**config.mk**
```make
export PLATFORM = sky130hd
export DESIGN_NAME = dpb_read_ctrl
export DESIGN_NICKNAME = d
export VERILOG_FILES = /design/src/rtl/dpb_read_ctrl_pkg.sv /design/src/rtl/dpb_read_ctrl_skid_fifo2.sv /design/src/rtl/dpb_read_ctrl.sv
export SDC_FILE = /design/constraint.sdc
export NUM_CORES = 1
export LEC_CHECK = 0
export ABC_AREA = 1
export BUFFER_PORTS_ARGS = -buffer_cell sky130_fd_sc_hd__buf_2
export CAP_MARGIN = 20
export CELL_PAD_IN_SITES_DETAIL_PLACEMENT = 0
export CELL_PAD_IN_SITES_GLOBAL_PLACEMENT = 1
export CORE_AREA = 2 2 49 51
export DETAILED_ROUTE_END_ITERATION = 16
export DIE_AREA = 0 0 51 53
export PLACE_DENSITY_LB_ADDON = 0.1
export SYNTH_ARGS = -nofsm -noshare
export SYNTH_HDL_FRONTEND = slang
export SYNTH_SLANG_ARGS = --single-unit
```
**constraint.sdc**
```tcl
create_clock -name clk -period 3.2 [get_ports clk]
set_clock_uncertainty 0.15 [all_clocks]
set_input_delay 0 -clock clk [delete_from_list [all_inputs] [get_ports clk]]
set_output_delay 0 -clock clk [all_outputs]
set_load 0.05 [all_outputs]
```
**src/rtl/dpb_read_ctrl_pkg.sv**
```systemverilog
// Shared constants and helpers for the DualPortBuffer reader controller and its skid FIFO.
package dpb_read_ctrl_pkg;

  localparam int unsigned SKID_DEPTH     = 2;
  localparam int unsigned MAX_READ_AHEAD = 2;

  // Address width for a buffer of the given depth; never narrower than one bit.
  function automatic int unsigned ptr_width(input int unsigned depth);
    return (depth < 2) ? 1 : $clog2(depth);
  endfunction

endpackage

```
**src/rtl/dpb_read_ctrl_skid_fifo2.sv**
```systemverilog
// Two-entry FIFO with simultaneous push/pop; head is always the oldest stored entry.
module skid_fifo2
  import dpb_read_ctrl_pkg::*;
#(
  parameter type DataEntry = logic,
  localparam int unsigned CntW = $clog2(SKID_DEPTH + 1)
) (
  input  logic            clk,
  input  logic            rst,
  input  logic            push_i,
  input  DataEntry        push_data_i,
  input  logic            pop_i,
  output logic [CntW-1:0] cnt_o,
  output DataEntry        head_o
);

  localparam logic [CntW-1:0] FullCnt = CntW'(SKID_DEPTH);

  DataEntry        mem_q [SKID_DEPTH];
  logic            wr_ptr_q;
  logic            rd_ptr_q;
  logic [CntW-1:0] cnt_q;
  logic [CntW-1:0] cnt_d;
  logic            pop_ok;
  logic            push_ok;

  // A push into a full FIFO is accepted only when the head leaves in the same cycle.
  assign pop_ok  = pop_i && (cnt_q != '0);
  assign push_ok = push_i && ((cnt_q != FullCnt) || pop_ok);

  always_comb begin
    cnt_d = cnt_q;
    case ({push_ok, pop_ok})
      2'b10:   cnt_d = cnt_q + CntW'(1);
      2'b01:   cnt_d = cnt_q - CntW'(1);
      default: cnt_d = cnt_q;
    endcase
  end

  always_ff @(posedge clk) begin
    if (rst) begin
      mem_q[0] <= '0;
      mem_q[1] <= '0;
      wr_ptr_q <= 1'b0;
      rd_ptr_q <= 1'b0;
      cnt_q    <= '0;
    end else begin
      if (push_ok) begin
        mem_q[wr_ptr_q] <= push_data_i;
        wr_ptr_q        <= ~wr_ptr_q;
      end
      if (pop_ok) begin
        rd_ptr_q <= ~rd_ptr_q;
      end
      cnt_q <= cnt_d;
    end
  end

  assign cnt_o  = cnt_q;
  assign head_o = mem_q[rd_ptr_q];

endmodule

```
**src/rtl/dpb_read_ctrl.sv**
```systemverilog
// Reader-side controller for a DualPortBuffer: issues reads for committed entries, hides the
// registered-read latency behind a 2-entry skid and hands one free credit back per drained entry.
module dpb_read_ctrl
  import dpb_read_ctrl_pkg::*;
#(
  parameter int unsigned BufferDepth = 8,
  parameter type DataEntry = logic,
  localparam int unsigned PtrW = ptr_width(BufferDepth),
  localparam int unsigned CntW = $clog2(BufferDepth + 1)
) (
  input  logic            clk,
  input  logic            rst,
  input  logic            in_commit,
  output logic            buf_re,
  output logic [PtrW-1:0] buf_read_ptr,
  input  DataEntry        buf_rdata,
  output logic            buf_free,
  output logic            out_valid,
  input  logic            out_ready,
  output DataEntry        out_data,
  output logic            err_overflow
);

  localparam logic [PtrW-1:0] LastIdx   = PtrW'(BufferDepth - 1);
  localparam logic [CntW-1:0] FullCnt   = CntW'(BufferDepth);
  localparam logic [1:0]      ReadAhead = 2'(MAX_READ_AHEAD);

  logic [PtrW-1:0] rd_ptr_q;
  logic [PtrW-1:0] rd_ptr_d;
  logic [CntW-1:0] pending_q;
  logic [CntW-1:0] pending_d;
  logic            inflight_q;
  logic            err_q;
  logic            err_d;
  logic [1:0]      sk_cnt;
  logic [1:0]      occ;
  logic            pop;
  logic            issue;
  logic            full;

  // Entries already read ahead: parked in the skid plus the one whose data is on buf_rdata.
  assign occ   = sk_cnt + {1'b0, inflight_q};
  assign pop   = out_valid && out_ready;
  assign issue = (pending_q != '0) && ((occ < ReadAhead) || ((occ == ReadAhead) && pop));
  assign full  = (pending_q == FullCnt);

  always_comb begin
    rd_ptr_d  = rd_ptr_q;
    pending_d = pending_q;
    err_d     = err_q;
    if (issue) begin
      rd_ptr_d = (rd_ptr_q == LastIdx) ? '0 : rd_ptr_q + PtrW'(1);
    end
    if (in_commit && !issue) begin
      if (full) begin
        err_d = 1'b1;
      end else begin
        pending_d = pending_q + CntW'(1);
      end
    end else if (!in_commit && issue) begin
      pending_d = pending_q - CntW'(1);
    end
  end

  always_ff @(posedge clk) begin
    if (rst) begin
      rd_ptr_q   <= '0;
      pending_q  <= '0;
      inflight_q <= 1'b0;
      err_q      <= 1'b0;
    end else begin
      rd_ptr_q   <= rd_ptr_d;
      pending_q  <= pending_d;
      inflight_q <= issue;
      err_q      <= err_d;
    end
  end

  skid_fifo2 #(
    .DataEntry(DataEntry)
  ) u_skid (
    .clk        (clk),
    .rst        (rst),
    .push_i     (inflight_q),
    .push_data_i(buf_rdata),
    .pop_i      (pop),
    .cnt_o      (sk_cnt),
    .head_o     (out_data)
  );

  // The entry's address was read at the previous edge, so the producer may now rewrite it.
  assign buf_free     = inflight_q;
  assign buf_re       = issue;
  assign buf_read_ptr = rd_ptr_q;
  assign out_valid    = (sk_cnt != 2'd0);
  assign err_overflow = err_q;

endmodule
```
=== After elaboration in Yosys (flattened, before gate mapping) ===
Memories as Yosys holds them, arrays and structs flattened. A register that Yosys moved wholly into a read port is not among the register bits.
Cells that the tools add are included.

* Bits in registers: 13
* Bits in writable memories: 2
* Output and inout bits: 8
* Memories kept: 1

{| class="wikitable"
|+ Memory list
! memory !! depth !! bits a word !! read ports !! clocked after Yosys merged registers in !! write ports !! line !! source
|-
| u_skid.mem_q || 2 || 1 || 1 || 1 || 2 || dpb_read_ctrl_skid_fifo2.sv:19 || <nowiki>DataEntry mem_q [SKID_DEPTH];</nowiki>
|}

* $add $sub $neg: 6
* $lt $le $gt $ge: 1
* Equality and inequality tests: 7
* Multiplexer cells: 15
* Bitwise gates (word level): 2
* Reduce and logical (&&, ||, !) cells: 18

{| class="wikitable"
|+ Operators by type and width
! operator !! count
|-
| 4-bit 2-to-1 mux || 3
|-
| 1-bit 2-to-1 mux || 10
|-
| 1-bit logical AND || 7
|-
| 2-bit nonzero test || 3
|-
| 4-bit by 1-bit adder with 4-bit output, second input constant || 1
|-
| 2-bit == test, second input constant || 2
|-
| 4-bit == test, second input constant || 1
|-
| 2-bit inequality test, second input constant || 2
|-
| 2-bit one-hot mux with 2 select lines || 1
|-
| 2-bit AND reduction || 2
|-
| 4-bit nonzero test || 1
|-
| 4-bit by 1-bit subtractor with 4-bit output, second input constant || 1
|-
| 3-bit by 1-bit adder with 3-bit output, second input constant || 1
|-
| 3-bit == test, second input constant || 1
|-
| 3-bit 2-to-1 mux || 1
|-
| 2-bit by 1-bit adder with 2-bit output || 1
|-
| 2-bit by 1-bit adder with 2-bit output, second input constant || 1
|-
| 2-bit by 1-bit == test with 1-bit output, second input constant || 1
|-
| 1-bit zero test || 2
|-
| 1-bit logical OR || 2
|-
| 2-bit < comparator, second input constant || 1
|-
| 1-bit inverter || 2
|-
| 2-bit by 1-bit subtractor with 2-bit output, second input constant || 1
|-
| 1-bit OR reduction || 1
|}

=== Longest topological paths before layout ===
Gate-level depths: netlist of run 1.

* Depth after elaboration: 10
* Gate-level depth with buffers: 16
* Depth with buffers taken out: 16

=== By module ===
Synthesis of run 1 repeated with hierarchy kept, for this count alone.

* Cell total of the unflattened synthesis: 121
* Area total of the unflattened synthesis: 958.4 sq um

{| class="wikitable"
|+ By module, submodules not included
! module !! times used !! cells an instance !! area an instance (sq um)
|-
| dpb_read_ctrl || 1 || 77 || 609.3
|-
| skid_fifo2 || 1 || 44 || 349.1
|}

=== Worst setup path after synthesis of run 1 ===
OpenSTA, ideal clock, no wires.

* Path kind: reg2reg
* Start point: register inflight_q (netlist: buf_free)
* End point: register pending_q[3]
* Library setup time: 0.115 ns
* Arrival: 2.175 ns
* Required time: 2.935 ns
* Path slack: 0.760 ns
* Stages on the path, launching flop included: 14
* Path buffers: 0
* Period minus slack after synthesis: 2.440 ns
* Cells stage by stage: dfxtp_1 -> ha_1 -> inv_1 -> nand3_4 -> nand2_4 -> nand2_4 -> nand2_1 -> ha_1 -> nand2_1 -> nand2_1 -> a21oi_1 -> nand4_1 -> a21oi_1 -> nor2_1

* Word-level cells in the longest chain between the ends: 9

{| class="wikitable"
|+ RTL lines
! element !! line !! source
|-
| start, declared || dpb_read_ctrl.sv:32 || <nowiki>logic inflight_q;</nowiki>
|-
| start signal, assigned || dpb_read_ctrl.sv:74 || <nowiki>inflight_q <= issue;</nowiki>
|-
| 2-bit by 1-bit adder with 2-bit output * || dpb_read_ctrl.sv:42 || <nowiki>assign occ = sk_cnt + {1'b0, inflight_q};</nowiki>
|-
| 2-bit == test || dpb_read_ctrl.sv:44 || <nowiki>assign issue = (pending_q != '0) && ((occ < ReadAhead) || ((occ == ReadAhead) && pop));</nowiki>
|-
| 1-bit logical AND || dpb_read_ctrl.sv:44 ||
|-
| 1-bit logical OR * || dpb_read_ctrl.sv:44 ||
|-
| 1-bit logical AND * || dpb_read_ctrl.sv:44 ||
|-
| 1-bit zero test || dpb_read_ctrl.sv:54 || <nowiki>if (in_commit && !issue) begin</nowiki>
|-
| 1-bit logical AND || dpb_read_ctrl.sv:54 ||
|-
| 2-bit inequality test (no source line) / 2-bit nonzero test (equally long branches) || -- ||
|-
| 2-bit AND reduction (no source line) || -- ||
|-
| end signal, assigned || dpb_read_ctrl.sv:73 || <nowiki>pending_q <= pending_d;</nowiki>
|-
| end, declared || dpb_read_ctrl.sv:30 || <nowiki>logic [CntW-1:0] pending_q;</nowiki>
|}

Mark *: on every way between the ends. The rest lies on a longest branch, timed or not.
A chain may end at the register's enable or synchronous reset.

=== Worst setup path in the final report of run 1 ===
Ends and elaborated chain as after synthesis.

==> reports/metrics.cfg, run 1 <==
[sta]
holdWs_ps = 291
setup_violations = 0
setup_tns_ps = 0
timing.final.hold_violations = 0
min_period_ps = 2290
fin_crit_sh_pct = 71.6
slew_headroom_pct = 70.3
finalMaxSlewViolations = 0
fmax_mhz = 436
rsz0062_at_grt = no
worst_pin_slew_ps = 445

[drt]
antenna_left = 0
wire_per_inst_um = 9.55
finalWirelength_um = 1540
first_pass_iters = 2
drt_iter0_drc = 10
vias = 733
drc = 0
via_per_inst = 4.55

[placement]
place_area_um2 = 983
hpwlAfterDp_um = 1160
gp_congestion = 0.757
portBuffers = 12

[critical_path]
max_stage_delay_ps = 340
r2r_start = buf_free
end_kind = flip-flop
arrival_ps = 2320
timing_worst_setup_path_type = flip-flop to flip-flop
crit_family = simple AND/OR/NAND/NOR gates
crit_buf_inv = 1
cpMaxStageDelayCell = dfxtp_1
crit_fanout = 7
critPathLaunch = buf_free
startpoint_type = flip-flop
crit_top_cell = nand2_1
required_ps = 3230
cp_cell_sequence = ha_1 -> inv_1 -> nand3_4 -> nand2_4 -> nand2_4 -> nand2_1 -> ha_1 -> nand2_1 -> nand2_1 -> a21oi_1 -> nand4_1 -> a21oi_1 -> nor2_1

[die]
io_pins = 13
core_area_um2 = 2150
initial_utilization_pct = 41.6
die_h_um = 53
rows = 17
die_area_um2 = 2700
fp.dieW_um = 51

[layout]
fillers = 213
multi_input_area_um2 = 477
final_cell_mix = nand2_1, nor2_1, inv_1
seq_area_um2 = 340
nNetsFinal = 145
layout_commonest_cell = nand2_1
design_area_um2 = 1050
fin_util_pct = 48.9
area_delta_synth_final_pct = 17.5
drive_gt1_share_pct = 20.3
diodes = 0

[grt]
grt_max_degree = 16
antenna_found_initial = 0
gr-total-overflow = 0
grt_pass1_vias = 660
grtUsageTotal_pct = 12.9
grt_pass1_wl_um = 2620

[run_status]
status = finished, final reports clean

[clock_network]
cts_resized = 0
cts-root-buf = clkbuf_4
postCtsHoldBufs = 4
clock-sinks = 16
h-tree-depth = 1
cts_tree = done
cts_buffers = 3
cts_buffer_depth = 2
worstSkewPairLatency_ps = 270
clk_pin_slew_worst_paths_ps = 90
cts_setup_buffers = 0

[synth]
synthDistinctLibCells = 26
synth.net_count = 125
post_synth.cell_area_avg_um2 = 7.84
yosys.area_share.simple_pct = 30.4
synth_compound_area_share_pct = 10.5
synthMuxAreaShare_pct = 1.26
synth_top_family_by_area = simple AND/OR/NAND/NOR gates
yosysWarnings = 0
synth.area.top_cells = dfxtp_1, nand2_1, nor2_1
synthFlopType = dfxtp_1
async_reset_ff_share_pct = 0
yosysTopAreaCell = dfxtp_1
ys_seq_area_share_pct = 38.1
synth_xor_area_share_pct = 1.96
synth_seq_cells = 16
syn-cell-area_um2 = 893
synth.top_cell.area_share_pct = 31.4
syn_inst = 114
synthAdderAreaFrac_pct = 9.24
synth_edf_count = 2

[flow_run]
maxCapViolCount = 0

[pwr]
power_uw = 1110
vdd_drop_max_uv = 412
p_per_area_nw_per_um2 = 1050
p_leak_uw = 0.000533

[hold_path]
hold_path.class = input pin to flip-flop
hp-start = rst

kinds of logic (layout without fill, tap and decap cells):
logic type / count (synthesis) / in the layout
AOI/OAI and AO/OA: 16 / 16
xor gates and xnor gates: 2 / 2
adders and majority gates: 6 / 6
buffers and inverters: 20 / 39
DFF: 16 / 16
muxes: 1 / 1
and+or+nand+nor: 53 / 53
registers in the layout, indices dropped and copies added (netlist names), named ones only:
| signal | flops |
|---|---|
| pending_q | 4 |
| u_skid.wr_ptr_q | 1 |
| u_skid.mem_q | 2 |
| buf_free | 1 |
| u_skid.cnt_o | 2 |
| u_skid.rd_ptr_q | 1 |
| buf_read_ptr | 3 |
| err_overflow | 1 |
power by group:
group          internal [µW]  switching (µW)  leakage [µW]  total [µW]
logic                    214             462      0.000381         676
registers                272            53.3      0.000136         325
clock network           45.1            60.0     0.0000154         105
layout make-up:
class                           count  area share [%]
Multi-Input combinational cell     78            45.4
Sequential cell                    16            32.4
Timing Repair Buffer               16            9.54
Inverter                           19            6.79
Tap cell                           28            3.34
Clock buffer                        3            2.15
Clock inverter                      1           0.358
worst paths after layout:
check	endpoint	slack (ps)	depth (start not counted)
setup / recovery	pending_q[3]	910	13
hold / removal	buf_free	290	3
setup reg to reg	pending_q[3]	910	13
hold reg to reg	flip-flop	320	1
synth_stat cells (2+ instances only):
| cell | number |
|---|---|
| dfxtp_1 | 14 |
| nor2_1 | 17 |
| nand2_1 | 19 |
| a21oi_1 | 4 |
| nand4_1 | 2 |
| nand3_1 | 7 |
| inv_1 | 16 |
| edfxtp_1 | 2 |
| o21ai_0 | 6 |
| inv_2 | 3 |
| nand2_4 | 4 |
| ha_1 | 5 |
| nand3_2 | 2 |
worst min-delay path, stage by stage:
cell	delay, ps
dlygate4sd3_1	520
buf_2	120
nor2_1	40
routing by layer:
layer,share of wire (%),vias to the layer above,global-route usage (%)
met5,0,-,0
met4,0.85,0,5.41
met3,2.9,2,2.54
met2,48,6,22.7
met1,48,321,15.3
li1,-,404,-
per-stage QoR:
stage	worst slack [ps]	std cells
floorplan	760	114
global placement	968	153
detailed placement	914	153
CTS	896	161
global route	738	161
finish	908	161
(Power assumes the default switching activity.)
==> run 2: changes to the inputs <==
--- a/config.mk
+++ b/config.mk
@@ -10,9 +10,9 @@
 export CAP_MARGIN = 20
 export CELL_PAD_IN_SITES_DETAIL_PLACEMENT = 0
 export CELL_PAD_IN_SITES_GLOBAL_PLACEMENT = 1
-export CORE_AREA = 2 2 49 51
+export CORE_AREA = 2 2 51 53
 export DETAILED_ROUTE_END_ITERATION = 16
-export DIE_AREA = 0 0 51 53
+export DIE_AREA = 0 0 53 55
 export PLACE_DENSITY_LB_ADDON = 0.1
 export SYNTH_ARGS = -nofsm -noshare
 export SYNTH_HDL_FRONTEND = slang
==> constraint.sdc (replaced) <==
create_clock -name clk -period 2.32 [get_ports clk]
set_clock_uncertainty 0.15 [all_clocks]
set_input_delay 0 -clock clk [delete_from_list [all_inputs] [get_ports clk]]
set_output_delay 0 -clock clk [all_outputs]
set_load 0.05 [all_outputs]
==> run 2 against run 1 <==
Sequential share of layout area fell by 0.90 points. Worst hold slack got worse by 20 ps. Sequential power grew 36%. Die area grew 7.8%. Combinational power up 51%. Clock power up 50%. Register-to-register slack worse by 700 ps. Via count increased by 4.4%. Critical path type unchanged. Largest cell class unchanged. Largest power group unchanged. Highest routed layer unchanged.
==> reports/metrics.cfg, run 2 (synthesized netlist as in run 1, its figures left out) <==
[pwr]
p_per_area_nw_per_um2 = 1490
p_leak_uw = 0.000544
vdd_drop_max_uv = 703

[die]
fp.dieW_um = 53
core_area_um2 = 2360
rows = 18
die_area_um2 = 2920
die_h_um = 55
io_pins = 13
initial_utilization_pct = 37.8

[drt]
first_pass_iters = 2
via_per_inst = 4.64
vias = 765
drc = 0
antenna_left = 0
wire_per_inst_um = 10.8
finalWirelength_um = 1790
drt_iter0_drc = 8

[layout]
diodes = 0
largest_register_ffs = 4
final_cell_mix = nand2_1, nor2_1, inv_1
nNetsFinal = 147
layout_commonest_cell = nand2_1
fillers = 254
area_delta_synth_final_pct = 21.3
fin_util_pct = 45.8
top_register = pending_q
drive_gt1_share_pct = 23.7

[grt]
antenna_found_initial = 0
gr-total-overflow = 0
grt_pass1_wl_um = 3060
grtUsageTotal_pct = 14.7
grt_max_degree = 16
grt_pass1_vias = 754

[sta]
setup_violations = 0
timing.final.hold_violations = 0
setup_tns_ps = 0
worst_pin_slew_ps = 451
finalMaxSlewViolations = 0
fin_crit_sh_pct = 91.1
slew_headroom_pct = 69.9
min_period_ps = 2110
fmax_mhz = 473
rsz0062_at_grt = no

[clock_network]
worstSkewPairLatency_ps = 290
h-tree-depth = 1
cts_tree = done
cts-root-buf = clkbuf_4
cts_buffer_depth = 2
clk_pin_slew_worst_paths_ps = 100
clock-sinks = 16
cts_buffers = 3
cts_setup_buffers = 0

[hold_path]
hold_path.class = input pin to flip-flop

[critical_path]
startpoint_type = flip-flop
r2r_end = pending_q[3]
ff2ff_path_depth = 13
timing_worst_setup_path_type = flip-flop to flip-flop
required_ps = 2360
end_kind = flip-flop
r2r_start = buf_free
arrival_ps = 2150
setup.worst_path.end = pending_q[3]
critPathLaunch = buf_free
r2r_setup_slack_ps = 210
crit_fanout = 4

[flow_run]
maxCapViolCount = 0

[placement]
hpwlAfterDp_um = 1310
gp_congestion = 0.750
portBuffers = 12

[run_status]
status = finished, final reports clean

## run 2: power breakdown
group	leakage (µW)	internal, µW	switching (µW)
sequential	0.000137	376	64.7
clock	0.0000154	62.5	94.0
combinational	0.000392	338	678
## run 2: critical path: stages, from the launching register on
cell	delay, ps
dfxtp_2	340
ha_1	280
inv_1	90
nand3_4	80
nand2_4	80
nand2_4	50
nand2_2	120
ha_4	220
nand2_1	90
nand2_1	60
a21oi_1	120
nand4_1	130
a21oi_1	160
nor2_1	60
## run 2: layer usage
layer | wire, µm | part of all wire, % | vias to the layer above | global-route usage [%]
met3 | 46 | 2.6 | 2 | 4.84
met1 | 816 | 46 | 348 | 15.7
li1 | - | - | 409 | -
met5 | 0 | 0 | - | 0
met4 | 15 | 0.84 | 0 | 3.85
met2 | 907 | 51 | 6 | 27.7
## run 2: stage by stage
step / hold WS [ps] / cells / worst slack [ps] / total power (µW) / area, µm²
after floorplan: -85.0 / 114 / 66.6 / 1220 / 895
after global placement: 35.9 / 157 / 142 / 1430 / 1000
after detailed placement: 38.5 / 157 / 112 / 1440 / 1000
after CTS: 258 / 165 / 98.1 / 1610 / 1070
after global routing: 291 / 165 / 48.0 / 1790 / 1080
final: 271 / 165 / 207 / 1610 / 1080
## run 2: what timing repair did
action | 4_1_cts | 5_1_grt
gates resized for setup | 0 | 2
hold endpoints to repair | 6 | 0
hold buffers | 4 | 0
setup endpoints to repair | 0 | 1
## run 2: how the worst min path moves through the flow
stage / startpoint / to / slack (ps) / depth (start not counted)
after detailed placement: rst / buf_free / 40 / 2
after global placement: rst / buf_free / 40 / 2
final: rst / buf_free / 270 / 3
after CTS: rst / buf_free / 260 / 3
after floorplan: rst / buf_free / -90 / 1
after global routing: rst / buf_free / 290 / 3
## run 2: final cells by class
type	instances	area [µm²]	area share, %
Sequential cell	16	342	31.5
Multi-Input combinational cell	78	492	45.4
Clock inverter	1	3.75	0.346
Tap cell	30	37.5	3.46
Timing Repair Buffer	18	115	10.6
Clock buffer	3	22.5	2.08
Inverter	19	71.3	6.58
==> run 3: changes to the inputs <==
--- a/config.mk
+++ b/config.mk
@@ -14,6 +14,7 @@
 export DETAILED_ROUTE_END_ITERATION = 16
 export DIE_AREA = 0 0 53 55
 export PLACE_DENSITY_LB_ADDON = 0.1
+export RECOVER_POWER = 25
 export SYNTH_ARGS = -nofsm -noshare
 export SYNTH_HDL_FRONTEND = slang
 export SYNTH_SLANG_ARGS = --single-unit
==> run 3 against run 2 <==
Clock power about the same. Register-to-register slack is essentially flat. Design area down 0.69%. Routed wire length rose by 0.45%. Die area stayed put. Worst setup slack worse by 1.6 ps. Critical path type unchanged. Clock-buffer cell count unchanged. First-iteration DRC count is 13% higher. Sequential power about the same. Utilization fell by 0.32 points. Maximum frequency hardly changed.
==> reports/metrics.cfg, run 3 (synthesized netlist as in run 1, its figures left out) <==
[run_status]
status = finished, final reports clean

[critical_path]
cp_cell_sequence = ha_1 -> inv_1 -> nand3_4 -> nand2_4 -> nand2_4 -> nand2_2 -> ha_4 -> nand2_1 -> nand2_1 -> a21oi_1 -> nand4_1 -> a21oi_1 -> nor2_1
startpoint_type = flip-flop
max_stage_delay_ps = 340
crit_fanout = 4
timing_worst_setup_path_type = flip-flop to flip-flop
critical_path_depth = 13
required_ps = 2360
ff2ff_path_depth = 13
end_kind = flip-flop
crit_buf_inv = 1
crit_family = simple AND/OR/NAND/NOR gates
arrival_ps = 2150
cpMaxStageDelayCell = dfxtp_2

[sta]
postLayoutSetupSlackWorst_ps = 206
timing.final.hold_violations = 0
fmax_mhz = 473
setup_violations = 0
slew_headroom_pct = 60.6
rsz0062_at_grt = no
worst_pin_slew_ps = 593
fin_crit_sh_pct = 91.1
min_period_ps = 2110
finalMaxSlewViolations = 0
setup_tns_ps = 0

[pwr]
clkPwrFrac_pct = 9.8
p_sw_uw = 838
switching_share_pct = 52.3
vdd_drop_max_uv = 701
p_per_area_nw_per_um2 = 1490
p_seq_share_pct = 27.6
p_leak_uw = 0.000521
combinationalPowerShare_pct = 62.6
power_uw = 1600
internal_power_uw = 766

[clock_network]
h-tree-depth = 1
cts_buffer_depth = 2
cts_setup_buffers = 0
cts_buffers = 3
clock-sinks = 16
cts_tree = done
clk_pin_slew_worst_paths_ps = 100
cts-root-buf = clkbuf_4
worstSkewPairLatency_ps = 290

[flow_run]
maxCapViolCount = 0

[layout]
layout_commonest_cell = nand2_1
nNetsFinal = 147
top_register = pending_q
finalNonFillerCells = 165
diodes = 0
fillers = 256
drive_gt1_share_pct = 19.3
largest_register_ffs = 4
area_delta_synth_final_pct = 20.4
final_cell_mix = nand2_1, nor2_1, inv_1

[drt]
via_per_inst = 4.64
vias = 765
drc = 0
drt_iter0_drc = 9
finalWirelength_um = 1790
antenna_left = 0
first_pass_iters = 2
wire_per_inst_um = 10.9

[placement]
dp_cells = 157
dp_slack_ps = 112
portBuffers = 12
hpwlAfterDp_um = 1310
gp_congestion = 0.750

[hold_path]
hold_path.class = input pin to flip-flop
min_path_cells = 3

[die]
die_area_um2 = 2920
rows = 18
io_pins = 13
fp.dieW_um = 53
initial_utilization_pct = 37.8
core_area_um2 = 2360
die_h_um = 55

[grt]
grtUsageTotal_pct = 14.7
grt_pass1_vias = 754
antenna_found_initial = 0
grt_pass1_wl_um = 3060
grt_max_degree = 16
gr-total-overflow = 0

[run 3: changes by cell type in the layout (fill, tap and decap cells not counted), sizes merged]
cell / change
clkbuf: +6
buf: -6
[run 3: worst paths after layout]
check,startpoint,to,slack [ps]
worst max-delay path,buf_free,pending_q[3],210
worst min-delay path,rst,buf_free,270
worst max register to register,buf_free,pending_q[3],210
worst min register to register,u_skid.rd_ptr_q,flip-flop,320
[run 3: what timing repair did]
item,4_1_cts,5_1_grt
hold buffers,4,0
resized for setup,0,2
endpoints found under the setup margin,0,1
endpoints found under the hold margin,6,0
[run 3: cell type report]
| cell class | count | area (µm²) | area share, % |
|---|---|---|---|
| flip-flops and latches | 16 | 342 | 31.7 |
| clock inverters | 1 | 3.75 | 0.349 |
| well taps | 30 | 37.5 | 3.49 |
| inverters | 19 | 71.3 | 6.63 |
| repair buffers | 18 | 108 | 10.0 |
| clock buffers | 3 | 22.5 | 2.09 |
| multi-input cells | 78 | 492 | 45.7 |
[run 3: stage by stage]
step | util (%) | instance area (µm²) | hold slack [ps]
floorplan | - | 895 | -85.0
global placement | 42.4 | 1000 | 35.9
detailed placement | 42.4 | 1000 | 38.5
CTS | 45.2 | 1070 | 258
global route | 45.5 | 1080 | 291
finish | 45.5 | 1080 | 271
[run 3: tightest hold or removal path: stages]
cell and delay [ps]:
dlygate4sd3_1 520, buf_2 120, nor2_1 40
[run 3: per-layer routing]
layer / share of wire (%) / global-route usage, % / up-vias / wire [µm]
met4: 0.84 / 3.85 / 0 / 15
met3: 2.6 / 4.84 / 2 / 47
met2: 50 / 27.7 / 6 / 903
met1: 46 / 15.7 / 348 / 826
li1: - / - / 409 / -
met5: 0 / 0 / - / 0
[run 3: power groups by stage]
stage / logic (µW) / registers, µW / clock network [µW]
6_report: 1000 / 443 / 157
4_1_cts: 1010 / 439 / 165
2_1_floorplan: 674 / 548 / 0
5_1_grt: 1150 / 457 / 176
3_3_place_gp: 983 / 443 / 0
3_5_place_dp: 996 / 445 / 0
